===== src/rtl/drum_audio_tap.sv =====
`default_nettype none
// +----------------------------------------------------------------------------+
// | drum_audio_tap: mesh node displacement -> decimated, saturated PCM FIFO    |
// | Revision: 1.0                                                              |
// +----------------------------------------------------------------------------+
module drum_audio_tap #(
  parameter int SHIFT = 2,
  parameter int DECIM = 1,
  parameter int DEPTH = 8
) (
  input  logic                       clk,
  input  logic                       reset,
  input  logic [17:0]                u_in,
  input  logic                       valid_in,
  output logic [15:0]                sample_out,
  output logic                       sample_valid,
  input  logic                       sample_ready,
  output logic                       fifo_full,
  output logic [$clog2(DEPTH):0]     fifo_level,
  output logic [15:0]                drop_count
);

  localparam int c_AW = $clog2(DEPTH);
  localparam int c_CW = (DECIM > 1) ? $clog2(DECIM) : 1;
  localparam logic [c_AW:0]   c_DEPTH_L  = (c_AW + 1)'(DEPTH);
  localparam logic [c_CW-1:0] c_DEC_LAST = c_CW'(DECIM - 1);

  logic                 r_valid_d;
  logic [c_CW-1:0]      r_dec_cnt;
  logic [c_AW-1:0]      r_wr_ptr;
  logic [c_AW-1:0]      r_rd_ptr;
  logic [c_AW:0]        r_level;
  logic [15:0]          r_drop;
  logic [15:0]          r_mem [DEPTH];

  logic signed [17:0]   w_shifted;
  logic [15:0]          w_sat;
  logic                 w_push;
  logic                 w_pop;
  logic                 w_full;
  logic                 w_wr_en;
  logic                 w_drop;

  // The node updates u on the edge closing its strobe cycle, so u is read one cycle later.
  assign w_push  = r_valid_d && (r_dec_cnt == '0);
  assign w_full  = (r_level == c_DEPTH_L);
  assign w_pop   = (r_level != '0) && sample_ready;
  assign w_wr_en = w_push && (!w_full || w_pop);
  assign w_drop  = w_push && w_full && !w_pop;

  assign w_shifted = $signed(u_in) >>> SHIFT;

  always_comb begin
    w_sat = w_shifted[15:0];
    if (w_shifted[17:15] != 3'b000 && w_shifted[17:15] != 3'b111) begin
      w_sat = w_shifted[17] ? 16'h8000 : 16'h7FFF;
    end
  end

  always_ff @(posedge clk) begin
    if (reset) begin
      r_valid_d <= 1'b0;
      r_dec_cnt <= '0;
      r_wr_ptr  <= '0;
      r_rd_ptr  <= '0;
      r_level   <= '0;
      r_drop    <= '0;
    end else begin
      r_valid_d <= valid_in;
      if (r_valid_d) begin
        r_dec_cnt <= (r_dec_cnt == c_DEC_LAST) ? '0 : r_dec_cnt + 1'b1;
      end
      if (w_wr_en) begin
        r_wr_ptr <= r_wr_ptr + 1'b1;
      end
      if (w_pop) begin
        r_rd_ptr <= r_rd_ptr + 1'b1;
      end
      case ({w_wr_en, w_pop})
        2'b10:   r_level <= r_level + 1'b1;
        2'b01:   r_level <= r_level - 1'b1;
        default: r_level <= r_level;
      endcase
      if (w_drop && r_drop != 16'hFFFF) begin
        r_drop <= r_drop + 1'b1;
      end
    end
  end

  // Storage carries no reset; stale words are hidden by the empty mask below.
  always_ff @(posedge clk) begin
    if (w_wr_en) begin
      r_mem[r_wr_ptr] <= w_sat;
    end
  end

  assign sample_valid = (r_level != '0);
  assign sample_out   = sample_valid ? r_mem[r_rd_ptr] : 16'h0000;
  assign fifo_full    = w_full;
  assign fifo_level   = r_level;
  assign drop_count   = r_drop;

endmodule
`default_nettype wire


===== config.mk =====
export PLATFORM = sky130hd
export DESIGN_NAME = drum_audio_tap
export DESIGN_NICKNAME = d
export VERILOG_FILES = /design/src/rtl/drum_audio_tap.sv
export SDC_FILE = /design/constraint.sdc
export NUM_CORES = 1
export LEC_CHECK = 0
export BUFFER_PORTS_ARGS = -buffer_cell sky130_fd_sc_hd__buf_2
export CAP_MARGIN = 20
export CORE_ASPECT_RATIO = 1.25
export CORE_MARGIN = 2
export CORE_UTILIZATION = 55
export CTS_CLUSTER_DIAMETER = 60
export DETAILED_ROUTE_END_ITERATION = 10
export GPL_TIMING_DRIVEN = 0
export PLACE_DENSITY = 0.73
export SLEW_MARGIN = 20
export SYNTH_ARGS = -nofsm -noshare
export SYNTH_HDL_FRONTEND = slang
export SYNTH_SLANG_ARGS = --single-unit

===== constraint.sdc =====
create_clock -name clk -period 3.7 [get_ports clk]
set_clock_uncertainty 0.15 [all_clocks]
set_input_delay 0.185 -clock clk [delete_from_list [all_inputs] [get_ports clk]]
set_output_delay 0.185 -clock clk [all_outputs]
set_load 0.02 [all_outputs]

==> flow_metrics.tcl <==
set metrics [dict create \
    synthFlopType "edfxtp_1" \
    min_path_type "in2reg" \
    crit_end "sample_out[8]" \
    critPathMaxFanout 10 \
    synth_nets 398 \
    grt_pass1_wl_um 19200 \
    antenna_cells 0 \
    post_cts.repair.setup_buffers 0 \
    place_congestion 0.824 \
    grt_usage_pct 21.8 \
    period_share_pct 76.3 \
    hold_viol_final 0 \
    core_area_mm2 0.0111 \
    cts.path.max_buffers 2 \
    wl_um 12800 \
    crit_path_end_kind "output port" \
    startpoint_type "register" \
    wire_per_inst_um 20.5 \
    route.vias.total 3580 \
    rrSetupSlack_ns 0.99 \
    hold_ws_ns 0.0569 \
    grt_setup_unrepaired "false" \
    outcome "finished clean" \
    clkLatencyLatePin_ns 0.41 \
    portBuffers 55 \
    seq_area_frac_synth_pct 70.4 \
    layout_min_cycle_time_ns 2.82 \
    irDropWorstVdd_v 0.000407 \
    ios 60 \
    tns_ns 0 \
    arrival_ns 2.49 \
    r2r_start "fifo_level[0]" \
    dpl_worst_slack_ns 1.04 \
    htreeDepth 4 \
    start_util_pct 56.7 \
    synth_cells 372 \
    p_leak_nw 2.72 \
    dp.cells 572 \
    die_h_um 124 \
    drt_pass1_iterations 4 \
    grt_max_degree 17 \
    netlist_area_mm2 0.00631 \
    crit_required_ns 3.37 \
    synth_seq_cells 158 \
    ant_nets 0 \
    drt-initial-drc-count 276 \
    synth.distinct_cells 46 \
    fmax_ghz 0.354 \
    slew_violations 0 \
    r2r-end "fifo_level[2]" \
    synthesis.area_per_instance_um2 17.0 \
    vias_per_cell 5.76 \
    grt_pass1_vias 3606 \
    p_per_area_mw_per_mm2 595 \
    drv_cap 0 \
    setup-violations-final 0 \
    power.total_mw 4.62 \
    dpl.hpwl_um 8320 \
    instances_no_fill 621 \
    cts_tree "yes" \
    cts_sinks 158 \
    synthArstFlopShare_pct 0 \
    root_buffer "clkbuf_16" \
    rr_worst_depth 8 \
    slew_headroom_pct 40.8 \
    syn_to_final_growth_pct 22.9 \
    die_w_um 99.8 \
    clk_pin_slew_ns 0.06 \
    antenna_found_initial 0 \
    worst_pin_slew_ns 0.887 \
    nNetsFinal 499 \
    fin_ws_ns 0.877 \
    grt_remaining_overflow 0 \
    place_area_mm2 0.00693 \
    hold_depth 2 \
    path_class "reg2out" \
    ys_warn_count 0 \
    synth-edff-count 128 \
    drc_errors 0 \
    row_count 43 \
    drive_gt1_share_pct 30.9 \
    die_area_mm2 0.0124 \
    numCtsBuffers 17 \
    design_area_mm2 0.00776 \
    post-route-util_pct 69.7 \
]
## flip-flops by register name, indices dropped and copies added (netlist names), named ones only
| name | flops |
|---|---|
| drop_count | 16 |
| fifo_level | 4 |
| r_mem | 128 |
| r_rd_ptr | 3 |
| r_valid_d | 1 |
| r_wr_ptr | 3 |
## synthesized netlist by cell type (all sizes together) (2+ instances only)
master	instances	share of area [%]
o211ai	7	0.91
a21oi	9	0.71
nand3	3	0.24
nand2	10	0.59
mux2i	19	3.0
xnor2	4	0.55
or2	2	0.20
or3	5	0.50
nor2	40	2.4
buf	7	0.83
and4	2	0.28
nor3	6	0.73
mux4	32	11
o21ai	8	0.63
edfxtp	128	61
nand2b	3	0.30
and3	4	0.40
o31ai	2	0.24
ha	4	0.79
nor2b	2	0.20
nand3b	2	0.24
xor2	9	1.2
inv	6	0.36
o21a	3	0.36
clkbuf	11	0.65
dfxtp	30	9.5
## worst max-delay path, cell delays in order (launching register included)
cell	delay (ns)
dfxtp_1	0.33
buf_1	0.49
clkbuf_1	0.73
mux2i_1	0.30
nor2_1	0.06
buf_2	0.18
## kinds of logic (layout without fill, tap and decap cells)
| logic type | count (synthesis) | after routing | share of synthesized area [%] |
|---|---|---|---|
| DFF | 158 | 158 | 70.4 |
| xor gates and xnor gates | 13 | 13 | 1.80 |
| buffers and inverters | 25 | 139 | 1.90 |
| and+or+nand+nor | 84 | 84 | 6.78 |
| AOI/OAI and AO/OA | 36 | 36 | 3.74 |
| adders and majority gates | 4 | 4 | 0.793 |
| muxes | 52 | 52 | 14.6 |
## power by group
part	internal, mW	switching (mW)
clock	1.24	0.665
sequential	1.95	0.0276
combinational	0.316	0.417
total	3.51	1.11
## worst min-delay path by stage
stage                        endpoint  slack [ns]      from
after floorplan           r_mem[0][0]        0.13   u_in[2]
after global routing        r_valid_d        0.05     reset
after global placement      r_valid_d        0.25  valid_in
after detailed placement    r_valid_d        0.25  valid_in
final                       r_valid_d        0.06     reset
after CTS                   r_valid_d        0.04     reset
## layout by cell type (no fill, tap or decap), drive strengths merged, types with 2 or more instances in the layout
cell type    synthesis  layout
or2                  2       2
nand2b               3       3
xnor2                4       4
clkbuf              11      31
nor2                40      40
mux2i               19      19
bufinv               0       5
clkinvlp             0       2
clkinv               1       5
nand3b               2       2
mux4                32      32
nand3                3       3
dlygate4sd3          0      17
inv                  6       7
o31ai                2       2
o21ai                8       8
nor3                 6       6
a21oi                9       9
ha                   4       4
buf                  7      72
xor2                 9       9
edfxtp             128     128
o21a                 3       3
dfxtp               30      30
and4                 2       2
and3                 4       4
nor2b                2       2
nand2               10      10
o211ai               7       7
or3                  5       5
## per-layer routing
metal	up-vias	track usage [%]	share of wire, %
li1	1664	-	-
met1	1809	26.0	41
met2	101	38.6	55
met3	6	5.61	3.5
met4	0	7.71	0.99
met5	-	0	0
## cell type report
type,instances,area [um2]
Clock inverter,12,209
Fill cell,715,3370
Buffer,18,93.8
Inverter,7,26.3
Tap cell,135,169
Sequential cell,158,4440
Clock buffer,20,457
Multi-Input combinational cell,189,1780
Timing Repair Buffer,82,581
## what timing repair did
action	in CTS	in global routing
hold buffers	17	0
hold endpoints to repair	129	0
resized for setup	0	0
No activity file was read; power rests on OpenSTA's default activity.
